File: src/rtl/matmul_stream_engine.sv
// matmul_stream_engine: byte-stream square matrix multiplier with one MAC.
// Ports: clk, rst (async active-low), clear, in_* byte sink, out_* byte source,
//        busy/done/err status, state (IDLE=0 LOAD_A=1 LOAD_B=2 COMPUTE=3 SEND=4 ERR=5).
module matmul_stream_engine #(
    parameter int         N_MAX    = 4,
    parameter int         ACC_W    = 24,
    parameter int         SIGNED   = 0,
    parameter logic [7:0] ERR_BYTE = 8'hEE
) (
    input  logic       clk,
    input  logic       rst,
    input  logic       clear,
    input  logic [7:0] in_data,
    input  logic       in_valid,
    output logic       in_ready,
    output logic [7:0] out_data,
    output logic       out_valid,
    input  logic       out_ready,
    output logic       busy,
    output logic       done,
    output logic       err,
    output logic [2:0] state
);

    localparam int DEPTH = N_MAX * N_MAX;
    localparam int AW    = (DEPTH > 1) ? $clog2(DEPTH) : 1;
    localparam int IW    = (N_MAX > 1) ? $clog2(N_MAX) : 1;
    localparam int NW    = $clog2(N_MAX + 1);
    localparam int BPE   = ACC_W / 8;
    localparam int BW    = (BPE > 1) ? $clog2(BPE) : 1;

    localparam logic [2:0] S_IDLE    = 3'd0;
    localparam logic [2:0] S_LOAD_A  = 3'd1;
    localparam logic [2:0] S_LOAD_B  = 3'd2;
    localparam logic [2:0] S_COMPUTE = 3'd3;
    localparam logic [2:0] S_SEND    = 3'd4;
    localparam logic [2:0] S_ERR     = 3'd5;

    logic [2:0]       st;
    logic [NW-1:0]    n_q;
    logic [IW-1:0]    last;
    logic [IW-1:0]    row;
    logic [IW-1:0]    col;
    logic [IW-1:0]    ci;
    logic [IW-1:0]    cj;
    logic [IW-1:0]    ck;
    logic [BW-1:0]    bi;
    logic [ACC_W-1:0] acc;

    logic [7:0]       a_mem [DEPTH];
    logic [7:0]       b_mem [DEPTH];
    logic [ACC_W-1:0] c_mem [DEPTH];

    logic             take;
    logic             row_last;
    logic             col_last;
    logic             byte_last;
    logic             send_last;
    logic [7:0]       a_op;
    logic [7:0]       b_op;
    logic [15:0]      prod;
    logic [ACC_W-1:0] prod_ext;
    logic [ACC_W-1:0] sum;
    logic [IW-1:0]    nrow;
    logic [IW-1:0]    ncol;
    logic [BW-1:0]    nbi;
    logic [7:0]       nbyte;
    logic [7:0]       first_byte;
    logic             size_ok;

    function automatic logic [AW-1:0] addr(
        input logic [IW-1:0] r,
        input logic [IW-1:0] c
    );
        return AW'(int'(r) * N_MAX + int'(c));
    endfunction

    // Byte b of an element, b=0 being the most significant byte.
    function automatic logic [7:0] byte_of(
        input logic [ACC_W-1:0] e,
        input logic [BW-1:0]    b
    );
        logic [ACC_W-1:0] sh;
        sh = e >> (8 * (BPE - 1 - int'(b)));
        return sh[7:0];
    endfunction

    assign in_ready = (st == S_IDLE) || (st == S_LOAD_A) || (st == S_LOAD_B);
    assign busy     = (st == S_COMPUTE) || (st == S_SEND) || (st == S_ERR);
    assign state    = st;
    assign take     = in_valid && in_ready;

    assign last      = IW'(n_q - 1'b1);
    assign row_last  = (row == last);
    assign col_last  = (col == last);
    assign byte_last = (bi == BW'(BPE - 1));
    assign send_last = row_last && col_last && byte_last;
    assign size_ok   = (in_data != 8'd0) && (int'(in_data) <= N_MAX);

    assign a_op = a_mem[addr(ci, ck)];
    assign b_op = b_mem[addr(ck, cj)];

    always_comb begin
        if (SIGNED != 0) begin
            prod     = {{8{a_op[7]}}, a_op} * {{8{b_op[7]}}, b_op};
            prod_ext = {{(ACC_W-16){prod[15]}}, prod};
        end else begin
            prod     = {8'd0, a_op} * {8'd0, b_op};
            prod_ext = {{(ACC_W-16){1'b0}}, prod};
        end
        sum = ((ck == '0) ? '0 : acc) + prod_ext;
    end

    // Position of the byte that follows the current one in SEND.
    always_comb begin
        nbi  = bi + 1'b1;
        nrow = row;
        ncol = col;
        if (byte_last) begin
            nbi = '0;
            if (col_last) begin
                ncol = '0;
                nrow = row + 1'b1;
            end else begin
                ncol = col + 1'b1;
            end
        end
        nbyte = byte_of(c_mem[addr(nrow, ncol)], nbi);
    end

    // For n=1 the only element is written in the same cycle SEND is entered.
    assign first_byte = byte_of((n_q == NW'(1)) ? sum : c_mem[0], '0);

    always_ff @(posedge clk) begin
        if (st == S_LOAD_A && take) begin
            a_mem[addr(row, col)] <= in_data;
        end
        if (st == S_LOAD_B && take) begin
            b_mem[addr(row, col)] <= in_data;
        end
        if (st == S_COMPUTE && ck == last) begin
            c_mem[addr(ci, cj)] <= sum;
        end
    end

    always_ff @(posedge clk or negedge rst) begin
        if (!rst) begin
            st        <= S_IDLE;
            n_q       <= '0;
            row       <= '0;
            col       <= '0;
            ci        <= '0;
            cj        <= '0;
            ck        <= '0;
            bi        <= '0;
            acc       <= '0;
            out_data  <= '0;
            out_valid <= 1'b0;
            done      <= 1'b0;
            err       <= 1'b0;
        end else if (clear) begin
            st        <= S_IDLE;
            n_q       <= '0;
            row       <= '0;
            col       <= '0;
            ci        <= '0;
            cj        <= '0;
            ck        <= '0;
            bi        <= '0;
            acc       <= '0;
            out_data  <= '0;
            out_valid <= 1'b0;
            done      <= 1'b0;
            err       <= 1'b0;
        end else begin
            done <= 1'b0;
            err  <= 1'b0;
            unique case (st)
                S_IDLE: begin
                    if (take) begin
                        row <= '0;
                        col <= '0;
                        if (size_ok) begin
                            n_q <= NW'(in_data);
                            st  <= S_LOAD_A;
                        end else begin
                            st        <= S_ERR;
                            err       <= 1'b1;
                            out_valid <= 1'b1;
                            out_data  <= ERR_BYTE;
                        end
                    end
                end
                S_LOAD_A, S_LOAD_B: begin
                    if (take) begin
                        if (col_last) begin
                            col <= '0;
                            if (row_last) begin
                                row <= '0;
                                st  <= (st == S_LOAD_A) ? S_LOAD_B : S_COMPUTE;
                            end else begin
                                row <= row + 1'b1;
                            end
                        end else begin
                            col <= col + 1'b1;
                        end
                    end
                end
                S_COMPUTE: begin
                    acc <= sum;
                    if (ck == last) begin
                        ck <= '0;
                        if (cj == last) begin
                            cj <= '0;
                            if (ci == last) begin
                                ci        <= '0;
                                st        <= S_SEND;
                                out_valid <= 1'b1;
                                out_data  <= first_byte;
                            end else begin
                                ci <= ci + 1'b1;
                            end
                        end else begin
                            cj <= cj + 1'b1;
                        end
                    end else begin
                        ck <= ck + 1'b1;
                    end
                end
                S_SEND: begin
                    if (out_ready) begin
                        if (send_last) begin
                            st        <= S_IDLE;
                            out_valid <= 1'b0;
                            out_data  <= '0;
                            done      <= 1'b1;
                            row       <= '0;
                            col       <= '0;
                            bi        <= '0;
                        end else begin
                            row      <= nrow;
                            col      <= ncol;
                            bi       <= nbi;
                            out_data <= nbyte;
                        end
                    end
                end
                S_ERR: begin
                    if (out_ready) begin
                        st        <= S_IDLE;
                        out_valid <= 1'b0;
                        out_data  <= '0;
                    end
                end
                default: begin
                    st        <= S_IDLE;
                    out_valid <= 1'b0;
                end
            endcase
        end
    end

endmodule

File: config.mk
export PLATFORM = sky130hd
export DESIGN_NAME = matmul_stream_engine
export DESIGN_NICKNAME = d
export VERILOG_FILES = /design/src/rtl/matmul_stream_engine.sv
export SDC_FILE = /design/constraint.sdc
export NUM_CORES = 1
export LEC_CHECK = 0
export CAP_MARGIN = 10
export CORE_MARGIN = 3
export CORE_UTILIZATION = 37
export DETAILED_ROUTE_END_ITERATION = 8
export GPL_ROUTABILITY_DRIVEN = 0
export HOLD_SLACK_MARGIN = 0.1
export PLACE_DENSITY_LB_ADDON = 0.12
export SLEW_MARGIN = 20
export SYNTH_ARGS = -nofsm -noshare
export SYNTH_HDL_FRONTEND = slang
export SYNTH_SLANG_ARGS = --single-unit
File: constraint.sdc
create_clock -name clk -period 9.5 [get_ports clk]
set_input_delay 2.375 -clock clk [delete_from_list [all_inputs] [get_ports clk]]
set_output_delay 2.375 -clock clk [all_outputs]
set_load 0.01 [all_outputs]
**Word level (Yosys, flattened, before mapping)**

Memory sizes are Yosys's and may differ from the RTL's.
Index checks and enable logic that the tools add are counted.

- Add/subtract/negate cells: 14
- Multipliers: 1
- Magnitude comparators: 1
- Equality and inequality tests: 24
- Shift-type cells: 1
- Mux-type cells: 90
- Reductions and logical operators: 34

Operator list:

| operator | count |
|---|---|
| $mux 24 | 4 |
| $mux 8 | 9 |
| $mux 2 | 32 |
| $mux 3 | 16 |
| $pmux 8 s4 | 1 |
| $shr 24x32->8 | 1 |
| $add 24x16->24 | 1 |
| $mux 1 | 24 |
| $ne 3x3->1 const B | 8 |
| $add 4x2->4 | 5 |
| $mul 8x8->16 | 1 |
| $reduce_bool 2->1 | 8 |
| $pmux 3 s5 | 1 |
| $add 2x1->2 const B | 6 |
| $pmux 2 s3 | 2 |
| $eq 2x2->1 | 5 |
| $reduce_and 10->1 | 1 |
| $ne 3x2->1 const B | 3 |
| $reduce_and 9->1 | 1 |
| $le 8x3->1 const B | 1 |
| $reduce_and 8->1 | 1 |
| $reduce_bool 8->1 | 1 |
| $logic_and 1x1->1 | 7 |
| $eq 3x1->1 const B | 2 |
| other kinds (17) | 24 |

- Flip-flop bits (word level): 53
- RAM bits: 640
- Bits of input ports: 13
- Output and inout port bits: 16
- Memories kept: 3

Memories:

| memory | words | width | read ports | clocked after Yosys merged registers in | write ports | RTL line | text |
|---|---|---|---|---|---|---|---|
| c_mem | 16 | 24 | 2 | 0 | 1 | 52 | `logic [ACC_W-1:0] c_mem [DEPTH];` |
| a_mem | 16 | 8 | 1 | 0 | 1 | 50 | `logic [7:0] a_mem [DEPTH];` |
| b_mem | 16 | 8 | 1 | 0 | 1 | 51 | `logic [7:0] b_mem [DEPTH];` |

**Logic depth before layout (Yosys ltp)**

Gate-level depths: netlist of run 1.
An unclocked memory read counts as a cell.

- Depth in word-level cells: 11
- Depth in mapped cells: 26
- Gate-level depth less buffers: 21

**Worst setup path before layout of run 1**

OpenSTA, ideal clock, no wires.

- Path type: flip-flop to flip-flop
- Start point: register cj[0]
- End point: register out_data[0]
- Setup time: 0.090 ns
- Arrival time: 7.222 ns
- Slack: 2.188 ns
- Stages on the path, launching flop included: 24
- Clock period less this slack: 7.312 ns
- Path through: dfrtp_1 clkbuf_1 clkbuf_1 mux4_2 mux4_2 and2_1 fa_1 inv_1 fa_1 inv_1 fa_1 inv_1 fa_1 inv_1 ha_1 nand2_1 o31ai_1 o31ai_1 a311oi_1 a21o_1 a21oi_1 xnor2_1 a22oi_1 o221ai_1

- Longest elaborated chain between the ends: 10
- Elaborated cells on any way between the ends: 13

Ends and longest elaborated chain:

| what | RTL line | text |
|---|---|---|
| from (decl) | 45 | `logic [IW-1:0] cj;` |
| from (signal assigned) | 224 | `cj <= cj + 1'b1;` |
| $add 4x2->4 | 75 | `return AW'(int'(r) * N_MAX + int'(c));` |
| $mem_v2 16x8 | -- |  |
| $mul 8x8->16 | 108 | `prod = {8'd0, a_op} * {8'd0, b_op};` |
| $add 24x16->24 | 111 | `sum = ((ck == '0) ? '0 : acc) + prod_ext;` |
| net sum[16] | 63 | `logic [ACC_W-1:0] sum;` |
| $mux 24 | 132 | `assign first_byte = byte_of((n_q == NW'(1)) ? sum : c_mem[0], '0);` |
| $mux 8 | 215 | `if (ci == last) begin` |
| $mux 8 | 213 | `if (cj == last) begin` |
| $mux 8 | 211 | `if (ck == last) begin` |
| $pmux 8 s4 | 178 | `unique case (st)` |
| $mux 8 | 161 | `end else if (clear) begin` |
| to (signal assigned) | 219 | `out_data <= first_byte;` |
| to (signal assigned) | 244 | `out_data <= nbyte;` |
| to (decl) | 16 | `output logic [7:0] out_data,` |

The timed path passes the listed nets, and every way through them passes these cells. The select of a mux whose other input is x is not followed.
A chain may end at the register's enable or synchronous reset.

**Worst setup path in the final report of run 1**

- Start point: register ck[0]
- End point: memory c_mem[4][20] (data pin)

- Longest elaborated chain between the ends: 4
- Elaborated cells on any way between the ends: 8

Ends and longest elaborated chain:

| what | RTL line | text |
|---|---|---|
| from (decl) | 46 | `logic [IW-1:0] ck;` |
| from (signal assigned) | 227 | `ck <= ck + 1'b1;` |
| $add 4x2->4 | 75 |  |
| $mem_v2 16x8, on equally long branches | -- |  |
| $mul 8x8->16 | 108 |  |
| $add 24x16->24 * | 111 |  |
| net sum[20] | 63 |  |
| to (decl) | 52 |  |

Mark *: on every way through the listed nets, which the timed path passes. The rest lies on a longest branch.

==> results of run 1 <==
==> cells by family after synthesis <==
logic type               count (synthesis)
flip-flops                             693
buffers and inverters                  190
XOR/XNOR                                33
multiplexers                           207
AND/OR/NAND/NOR                        409
AO/OA/AOI/OAI                          156
adder cells (fa/ha/maj)                110
==> final cells by class <==
cell class              count  area [sq um]  share of cell area [%]
flip-flops and latches    693         20550                   59.09
multi-input cells         915          9404                   27.05
clock buffers              96          2017                   5.801
well taps                1060          1326                   3.814
repair buffers             66         555.5                   1.598
clock inverters            40         515.5                   1.483
inverters                 108         405.4                   1.166
==> final timing paths <==
kind | start | end | slack [ps] | depth (start not counted)
setup / recovery | ck[0]$_DFFE_PN0P_ | c_mem[4][20]$_DFFE_PP_ | 1360 | 21
hold / removal | acc[17]$_DFFE_PN0P_ | acc[17]$_DFFE_PN0P_ | 510 | 2
setup reg to reg | ck[0]$_DFFE_PN0P_ | c_mem[4][20]$_DFFE_PP_ | 1360 | 21
hold reg to reg | acc[17]$_DFFE_PN0P_ | acc[17]$_DFFE_PN0P_ | 510 | 2
max in group asynchronous | rst | cj[0]$_DFFE_PN0P_ | 6950 | 2
min in group asynchronous | rst | acc[16]$_DFFE_PN0P_ | 1920 | 2
==> through the flow <==
stage | util, % | instance area (sq um) | power (W)
floorplan | - | 30600 | 0.004830
global placement | 39.64 | 32190 | 0.005471
detailed placement | 39.65 | 32190 | 0.005498
CTS | 42.77 | 34720 | 0.008500
global route | 42.82 | 34770 | 0.008798
finish | 42.82 | 34770 | 0.008424
==> flip-flops by register name, indices dropped and copies added (netlist names) <==
signal and cells:
acc 24, bi 2, col 2, c_mem 384
ci 2, row 2, out_valid 1, n_q 3
a_mem 128, out_data 8, err 1, ck 2
cj 2, done 1, state 3, b_mem 128
==> power by group through the flow <==
stage	Combinational (W)	Clock, W	Sequential (W)
6_report	0.00166	0.00300	0.00377
5_1_grt	0.00183	0.00320	0.00377
2_1_floorplan	0.00102	0	0.00381
4_1_cts	0.00167	0.00306	0.00377
3_5_place_dp	0.00167	0	0.00383
3_3_place_gp	0.00164	0	0.00383
==> metal layers <==
layer | up-vias | global-route usage [%]
met5 | - | 0
met4 | 0 | 4.905
met3 | 116 | 3.426
met2 | 435 | 30.55
met1 | 8623 | 26.29
li1 | 7048 | -
==> placed cells by master, fill, tap and decap left out, types with 16 or more instances in the layout <==
master           instances
inv_1                  105
nand3_1                 25
fa_1                    50
edfxtp_1               640
o21ai_0                 23
clkbuf_1                16
dfrtp_1                 51
and2_1                  41
a21oi_1                 54
and3_1                  49
mux4_2                 172
nand2_1                159
clkbuf_16               76
ha_1                    60
mux2i_1                 28
clkdlybuf4s50_1         26
nor2_1                  54
buf_4                   38
==> critical path: stages, from the launching register on <==
cell and delay (ps):
dfrtp_2 760, buf_4 340, mux4_2 520, mux4_2 610
and2_1 210, fa_1 530, inv_1 60, fa_1 530
inv_1 50, fa_1 470, inv_1 40, fa_1 470
inv_1 40, ha_1 340, nand2_1 80, o31ai_1 470
o31ai_1 160, a311oi_1 590, a311o_1 460, nand3_1 190
xor2_1 180, nor2_1 690
==> impl_metrics.json, run 1 <==
{
  "grt_pass1_vias": 16880,
  "start_util_pct": 37.69,
  "synth_edf_count": 640,
  "fp.dieArea_sq_um": 86200,
  "pre_cts_ws_ps": 1506,
  "hold_violations": 0,
  "fillers": 7214,
  "overflow": 0,
  "ctsHoldBuffers": 0,
  "setup_tns_ps": 0,
  "synthXorXnorAreaFrac_pct": 0.9935,
  "finClkSkew_ps": 29.43,
  "io_buffers": 28,
  "yosysSeqAreaShare_pct": 67.13,
  "setup_ws_ps": 1357,
  "seqPwrFrac_pct": 44.7,
  "clock_latency_ps": 630,
  "synth-compound-area-share_pct": 3.279,
  "coreArea_sq_um": 81200,
  "timing.final.crit_share_pct": 85.71,
  "grt_pass1_wl_microns": 117300,
  "fin_nets": 1981,
  "antenna_found_initial": 1,
  "top_layer": "met4",
  "route.met2.wl_microns": 38480,
  "rows": 104,
  "synthMuxAreaShare_pct": 13.83,
  "post-synth-top-count-cell": "edfxtp_1",
  "period_minus_slack_ps": 8143,
  "cts_made_buffers": 74,
  "report.final.slew_viol_count": 0,
  "routed_wl_microns": 79980,
  "power.density_nw_per_um2": 242.3,
  "worst-endpoint-required_ps": 9800,
  "drt_iter0_drc": 1422,
  "wl_per_cell_microns": 26.86,
  "syn_nets": 1921,
  "die_w_microns": 293.6,
  "cp_max_fo": 19,
  "tightestPinTransition_ps": 1102,
  "place_inst": 2842,
  "status": "finished, final reports clean",
  "track_usage_pct": 18.79,
  "syn-instance-count": 1798,
  "p_int_w": 0.006053,
  "power.share.switching_pct": 28.15,
  "ctsRootBufferMaster": "clkbuf_16",
  "cap_violations": 0,
  "end_kind": "register",
  "synth-async-reset-ratio_pct": 7.648,
  "grt_start_max_net_pins": 54,
  "drive_above_1_share_pct": 19.13,
  "leakage_nw": 11.94,
  "yosysTopAreaCellShare_pct": 62.80,
  "hpwl_microns": 49070,
  "ir_drop_mv": 0.1450,
  "cts.sinks": 693,
  "synth_common_cells": "640 x edfxtp_1, 172 x mux4_2, 159 x nand2_1, 105 x inv_1, 64 x and3_1",
  "synth_top_cell_by_area": "edfxtp_1",
  "firstDrtPassIters": 5,
  "pin_count": 29,
  "arrival_ps": 8440,
  "hp-class": "reg -> reg",
  "ant_nets": 0,
  "synth.area.top_cells": "edfxtp_1 63%, mux4_2 13%, dfrtp_1 4.3%",
  "slew_headroom_pct": 26.51,
  "ys_types": 67,
  "post_layout_nonfiller_instances": 2978,
  "fmax_mhz": 122.8,
  "post_cts_resized": 0,
  "cts_tree": "yes",
  "whs_ps": 513.0,
  "vias_per_cell": 5.447,
  "synth_seq_cells": 693,
  "syn_area_per_cell_sq_um": 17.02,
  "synth_top_family_by_area": "multiplexers",
  "postCtsSetupRepairBufs": 0,
  "synth_fa_ha_area_share_pct": 5.724,
  "rsz0062_at_grt": "no",
  "drcViolationCount": 0,
  "clkTransAtPathRegs_ps": 60,
  "wl_met3_microns": 4238,
  "clkPwrFrac_pct": 35.6,
  "synthSimpleGateAreaFrac_pct": 6.488,
  "ys.flop_type": "edfxtp_1",
  "syn_area_sq_um": 30600,
  "die_h_microns": 293.6,
  "p_comb_share_pct": 19.7,
  "switching_power_w": 0.002371,
  "vias": 16220,
  "antennaDiodeCount": 0,
  "htreeDepth": 3,
  "start_kind": "register",
  "ys_warn_count": 0,
  "syn2layout_area_growth_pct": 13.61,
  "setup_viol": 0,
  "cts_max_path_buffers": 3,
  "wl_met1_microns": 35470,
  "critPathKind": "reg -> reg"
}
Note: power is estimated with default switching activity, not from simulation.
==> run 2, diff against run 1 <==
--- a/config.mk
+++ b/config.mk
@@ -5,6 +5,7 @@
 export SDC_FILE = /design/constraint.sdc
 export NUM_CORES = 1
 export LEC_CHECK = 0
+export ABC_AREA = 0
 export CAP_MARGIN = 10
 export CORE_MARGIN = 3
 export CORE_UTILIZATION = 37
==> constraint.sdc (replaced) <==
create_clock -name clk -period 8.5 [get_ports clk]
set_input_delay 2.125 -clock clk [delete_from_list [all_inputs] [get_ports clk]]
set_output_delay 2.125 -clock clk [all_outputs]
set_load 0.01 [all_outputs]
==> run 2 against run 1 <==
Power grew 11%. Sequential power is 11% higher. Critical path depth fell by 1. Flip-flop and latch count did not move. Global-route usage up 0.55 points. Combinational power increased by 14%. Utilization about the same. Clock power increased by 9.7%. First-iteration DRC count grew 2.6%. Clock skew is 1.3 ps higher. Fmax is 3.9% higher. Via count up 0.44%. Critical endpoint is now c_mem[8][20]$_DFFE_PP_. Largest cell class unchanged.
==> impl_metrics.json, run 2 (same netlist as run 1, synthesis figures left out) <==
{
  "fmax_mhz": 127.6,
  "syn2layout_area_growth_pct": 13.61,
  "critPathKind": "reg -> reg",
  "cap_violations": 0,
  "cts_made_buffers": 78,
  "wl_met3_microns": 4449,
  "ir_drop_mv": 0.1919,
  "antennaDiodeCount": 0,
  "finClkSkew_ps": 30.77,
  "rsz0062_at_grt": "no",
  "tightestPinTransition_ps": 1158,
  "hpwl_microns": 49860,
  "start_util_pct": 37.69,
  "hold_violations": 0,
  "htreeDepth": 3,
  "crit_family": "adder cells",
  "clkTransAtPathRegs_ps": 60,
  "cts_tree": "yes",
  "ctsHoldBuffers": 0,
  "critPathLaunch": "ck[1]$_DFFE_PN0P_",
  "setup_tns_ps": 0,
  "vias": 16290,
  "grt_pass1_vias": 16840,
  "ant_nets": 0,
  "ctsRootBufferMaster": "clkbuf_16",
  "whs_path_depth": 2,
  "coreArea_sq_um": 81200,
  "antenna_found_initial": 3,
  "wl_met1_microns": 37540,
  "period_minus_slack_ps": 7840,
  "slew_headroom_pct": 22.81,
  "report.final.slew_viol_count": 0,
  "leakage_nw": 11.96,
  "postCtsSetupRepairBufs": 0,
  "pre_cts_ws_ps": 698.4,
  "path_depth": 20,
  "route.met2.wl_microns": 38330,
  "r2r-start": "ck[1]$_DFFE_PN0P_",
  "io_buffers": 28,
  "vias_per_cell": 5.458,
  "firstDrtPassIters": 7,
  "routed_wl_microns": 82290,
  "overflow": 0,
  "setup_ws_ps": 660.1,
  "top_layer": "met4",
  "fillers": 7270,
  "fp.dieArea_sq_um": 86200,
  "drive_above_1_share_pct": 19.06,
  "slowest_delay_ps": 770,
  "grt_start_max_net_pins": 77,
  "track_usage_pct": 19.34,
  "drcViolationCount": 0,
  "arrival_ps": 8140,
  "die_h_microns": 293.6,
  "hp-start": "acc[10]$_DFFE_PN0P_",
  "power_w": 0.009376,
  "top_register": "c_mem",
  "final_cell_mix": "640 x edfxtp_1, 172 x mux4_2, 159 x nand2_1",
  "layout_commonest_cell": "edfxtp_1",
  "rows": 104,
  "hp-class": "reg -> reg",
  "crit_top_cell": "fa_1",
  "drt_iter0_drc": 1459,
  "power.density_nw_per_um2": 269.7,
  "cts.sinks": 693,
  "end_kind": "register",
  "crit_buf_inv": 4,
  "timing.final.crit_share_pct": 92.23,
  "utilization_pct": 42.82,
  "worst_path_max_delay_cell": "dfrtp_1",
  "cp_max_fo": 22,
  "status": "finished, final reports clean",
  "setup_viol": 0,
  "cp_cell_sequence": "buf_4, mux4_2, mux4_2, nand2_1, fa_1, inv_1, fa_1, fa_1, inv_1, fa_1, inv_1, ha_1, nand2_1, o31ai_1, o31ai_1, a311oi_1, a311o_1, nand3_1, xor2_1, nor2_1",
  "wl_per_cell_microns": 27.57,
  "post_cts_resized": 0,
  "rr_worst_depth": 20,
  "pin_count": 29,
  "largestRegisters": "c_mem x384, a_mem x128, b_mem x128",
  "clock_latency_ps": 620,
  "worst-endpoint-required_ps": 8800,
  "die_w_microns": 293.6,
  "largest_register_ffs": 384,
  "start_kind": "register",
  "fin_nets": 1990,
  "grt_pass1_wl_microns": 119500,
  "cts_max_path_buffers": 3
}
## run 2: cell types whose count changed in the layout (fill, tap and decap cells not counted), sizes merged
cell and change:
buf +5, bufinv -3, clkinv -2, clkbuf +2, inv +5
## run 2: layout make-up
cell class | count | area, sq um | area share (%)
tap | 1060 | 1326 | 3.814
clock inverter | 40 | 369.1 | 1.062
clock buffer | 98 | 2098 | 6.035
timing repair buffer | 71 | 643.1 | 1.850
sequential | 693 | 20550 | 59.10
multi-input combinational | 915 | 9380 | 26.98
inverter | 108 | 405.4 | 1.166
## run 2: worst paths after layout
kind	to	slack, ps
worst max-delay path	c_mem[8][20]$_DFFE_PP_	660
worst min-delay path	acc[10]$_DFFE_PN0P_	520
worst max register to register	c_mem[8][20]$_DFFE_PP_	660
worst min register to register	acc[10]$_DFFE_PN0P_	520
max in group asynchronous	ck[0]$_DFFE_PN0P_	6160
min in group asynchronous	acc[23]$_DFFE_PN0P_	1730
## run 2: per-stage QoR
stage	instances	hold slack, ps	cell area (sq um)
after floorplan	1798	472.5	30600
after global placement	2846	494.4	32250
after detailed placement	2847	511.1	32270
after CTS	2985	520.3	34740
after global routing	2985	534.4	34770
final	2985	518.3	34770
## run 2: worst reg2reg max path: cells and delay by family (launching register included)
family                     cells  cell delay [ps]
AOI/OAI and AO/OA              4             1600
xor gates and xnor gates       1              190
adders and majority gates      5             2230
buffers and inverters          4              620
DFF                            1              770
muxes                          2             1010
and+or+nand+nor                4             1110
## run 2: layer usage
metal / vias to the layer above / track usage (%)
met5: - / 0
met4: 0 / 4.978
met3: 111 / 3.706
met2: 434 / 30.34
met1: 8674 / 27.95
li1: 7074 / -
## run 2: where the power goes
part	internal [W]	total [W]	switching, W
registers	0.00415	0.00420	0.0000499
clock network	0.00193	0.00329	0.00135
logic	0.000657	0.00189	0.00123
==> run 3, diff against run 2 <==
--- a/config.mk
+++ b/config.mk
@@ -13,6 +13,7 @@
 export GPL_ROUTABILITY_DRIVEN = 0
 export HOLD_SLACK_MARGIN = 0.1
 export PLACE_DENSITY_LB_ADDON = 0.12
+export REMOVE_ABC_BUFFERS = 1
 export SLEW_MARGIN = 20
 export SYNTH_ARGS = -nofsm -noshare
 export SYNTH_HDL_FRONTEND = slang
==> run 3 against run 2 <==
Worst hold slack improved by 1.3 ps. Sequential share of layout area barely moved. Cell area barely moved. Die area did not move. Clock power fell by 2%. Clock-buffer cell count fell by 9. Register-to-register slack improved by 60 ps. Highest routed layer unchanged. Wire length fell by 1.3%. Largest cell class unchanged. Global-route usage fell by 0.19 points. Setup slack improved by 58 ps. Non-clock buffer count rose by 3. Flip-flop and latch count did not move.
==> impl_metrics.json, run 3 (same netlist as run 1, synthesis figures left out) <==
{
  "status": "finished, final reports clean",
  "cts_tree": "yes",
  "grt_pass1_wl_microns": 118800,
  "htreeDepth": 3,
  "slew_headroom_pct": 24.41,
  "drcViolationCount": 0,
  "antennaDiodeCount": 0,
  "cts.sinks": 693,
  "rr_endpoint": "c_mem[15][20]$_DFFE_PP_",
  "seqCellArea_sq_um": 20550,
  "leakage_nw": 11.93,
  "worst-endpoint-required_ps": 8810,
  "antenna_found_initial": 0,
  "cts_max_path_buffers": 3,
  "place_inst": 2849,
  "rr_worst_depth": 21,
  "whs_endpoint": "acc[8]$_DFFE_PN0P_",
  "io_buffers": 28,
  "setup_tns_ps": 0,
  "hold_violations": 0,
  "fillers": 7221,
  "top_register": "c_mem",
  "hp-class": "reg -> reg",
  "rsz0062_at_grt": "no",
  "ctsRootBufferMaster": "clkbuf_16",
  "clkTransAtPathRegs_ps": 60,
  "routed_wl_microns": 81250,
  "start_util_pct": 37.69,
  "wl_per_cell_microns": 27.16,
  "r2r-start": "cj[0]$_DFFE_PN0P_",
  "rows": 104,
  "post_layout_nonfiller_instances": 2991,
  "vias_per_cell": 5.417,
  "clock_latency_ps": 640,
  "arrival_ps": 8090,
  "cap_violations": 0,
  "power_w": 0.009318,
  "power.density_nw_per_um2": 268.0,
  "hp-start": "acc[8]$_DFFE_PN0P_",
  "pin_count": 29,
  "largest_register_ffs": 384,
  "timing.final.crit_share_pct": 91.56,
  "ant_nets": 0,
  "postCtsSetupRepairBufs": 0,
  "multi_input_area_sq_um": 9374,
  "utilization_pct": 42.81,
  "hpwl_microns": 49800,
  "layout_commonest_cell": "edfxtp_1",
  "ir_drop_mv": 0.1742,
  "regToRegSetupSlack_ps": 720,
  "period_minus_slack_ps": 7782,
  "worst_path_max_delay_cell": "dfrtp_2",
  "final_cell_mix": "640 x edfxtp_1, 172 x mux4_2, 159 x nand2_1",
  "tightestPinTransition_ps": 1134,
  "ctsHoldBuffers": 0,
  "grt_start_max_net_pins": 89,
  "fin_nets": 1992,
  "largestRegisters": "c_mem x384, a_mem x128, b_mem x128",
  "crit_family": "adder cells",
  "die_h_microns": 293.6,
  "end_kind": "register",
  "fmax_mhz": 128.5,
  "cts_made_buffers": 77,
  "cp_max_fo": 21,
  "setup_viol": 0,
  "post_cts_resized": 0,
  "firstDrtPassIters": 5,
  "report.final.slew_viol_count": 0,
  "track_usage_pct": 19.16,
  "vias": 16200,
  "drive_above_1_share_pct": 19.26,
  "finClkSkew_ps": 29.73,
  "grt_pass1_vias": 16940,
  "crit_buf_inv": 5,
  "fp.dieArea_sq_um": 86200,
  "overflow": 0,
  "syn2layout_area_growth_pct": 13.59,
  "start_kind": "register",
  "coreArea_sq_um": 81200,
  "cp_cell_sequence": "buf_4, mux4_2, mux4_2, and2_1, fa_1, inv_1, fa_1, inv_1, fa_1, inv_1, fa_1, inv_1, ha_1, nand2_1, o31ai_1, o31ai_1, a311oi_1, a311o_1, nand3_1, xor2_1, nor2_1",
  "drt_iter0_drc": 1602,
  "whs_path_depth": 2,
  "slowest_delay_ps": 780,
  "die_w_microns": 293.6,
  "critPathKind": "reg -> reg"
}
## run 3: cell types whose count changed in the layout (fill, tap and decap cells not counted), moves of 2 or more
cell | before | now
clkinv_1 | 15 | 18
clkbuf_8 | 5 | 0
clkbuf_16 | 79 | 77
buf_4 | 39 | 41
inv_6 | 6 | 2
clkinvlp_4 | 0 | 7
clkinv_2 | 12 | 16
clkbuf_1 | 14 | 12
## run 3: metrics by stage
stage               area, sq um  setup slack (ps)  hold slack [ps]
floorplan                 30230             833.4            472.5
global placement          32280             726.2            506.0
detailed placement        32290             577.7            511.0
CTS                       34720             573.7            520.7
global route              34760             145.4            546.4
finish                    34760             717.7            519.6
## run 3: power by group
part | total [W] | internal, W | switching (W)
logic | 0.00189 | 0.000653 | 0.00124
registers | 0.00420 | 0.00415 | 0.0000506
clock network | 0.00322 | 0.00183 | 0.00139
## run 3: worst max-delay path by stage
stage,endpoint,slack [ps],from,cells after the start
floorplan,out_data[0]$_DFFE_PN0P_,830,ck[0]$_DFFE_PN0P_,21
global placement,c_mem[12][20]$_DFFE_PP_,730,cj[0]$_DFFE_PN0P_,21
detailed placement,out_data[2]$_DFFE_PN0P_,580,cj[0]$_DFFE_PN0P_,22
CTS,out_data[2]$_DFFE_PN0P_,570,cj[0]$_DFFE_PN0P_,22
global route,c_mem[9][22]$_DFFE_PP_,150,cj[0]$_DFFE_PN0P_,21
finish,c_mem[15][20]$_DFFE_PP_,720,cj[0]$_DFFE_PN0P_,21
## run 3: metal layers
layer,part of all wire [%],global-route usage (%),wire [microns]
met3,5.2,3.223,4195
met5,0,0,0
met4,2.4,5.282,1936
met1,44,26.98,35950
met2,48,31.01,39160
## run 3: final cells by class
type,count,share of cell area (%)
flip-flops and latches,693,59.10
multi-input cells,915,26.96
clock buffers,89,5.672
well taps,1060,3.815
repair buffers,74,1.972
clock inverters,52,1.306
inverters,108,1.166
## run 3: worst min-delay path, stage by stage, from the launching register on
cell and delay (ps):
dfrtp_1 370, nand2_1 50, a21oi_1 60
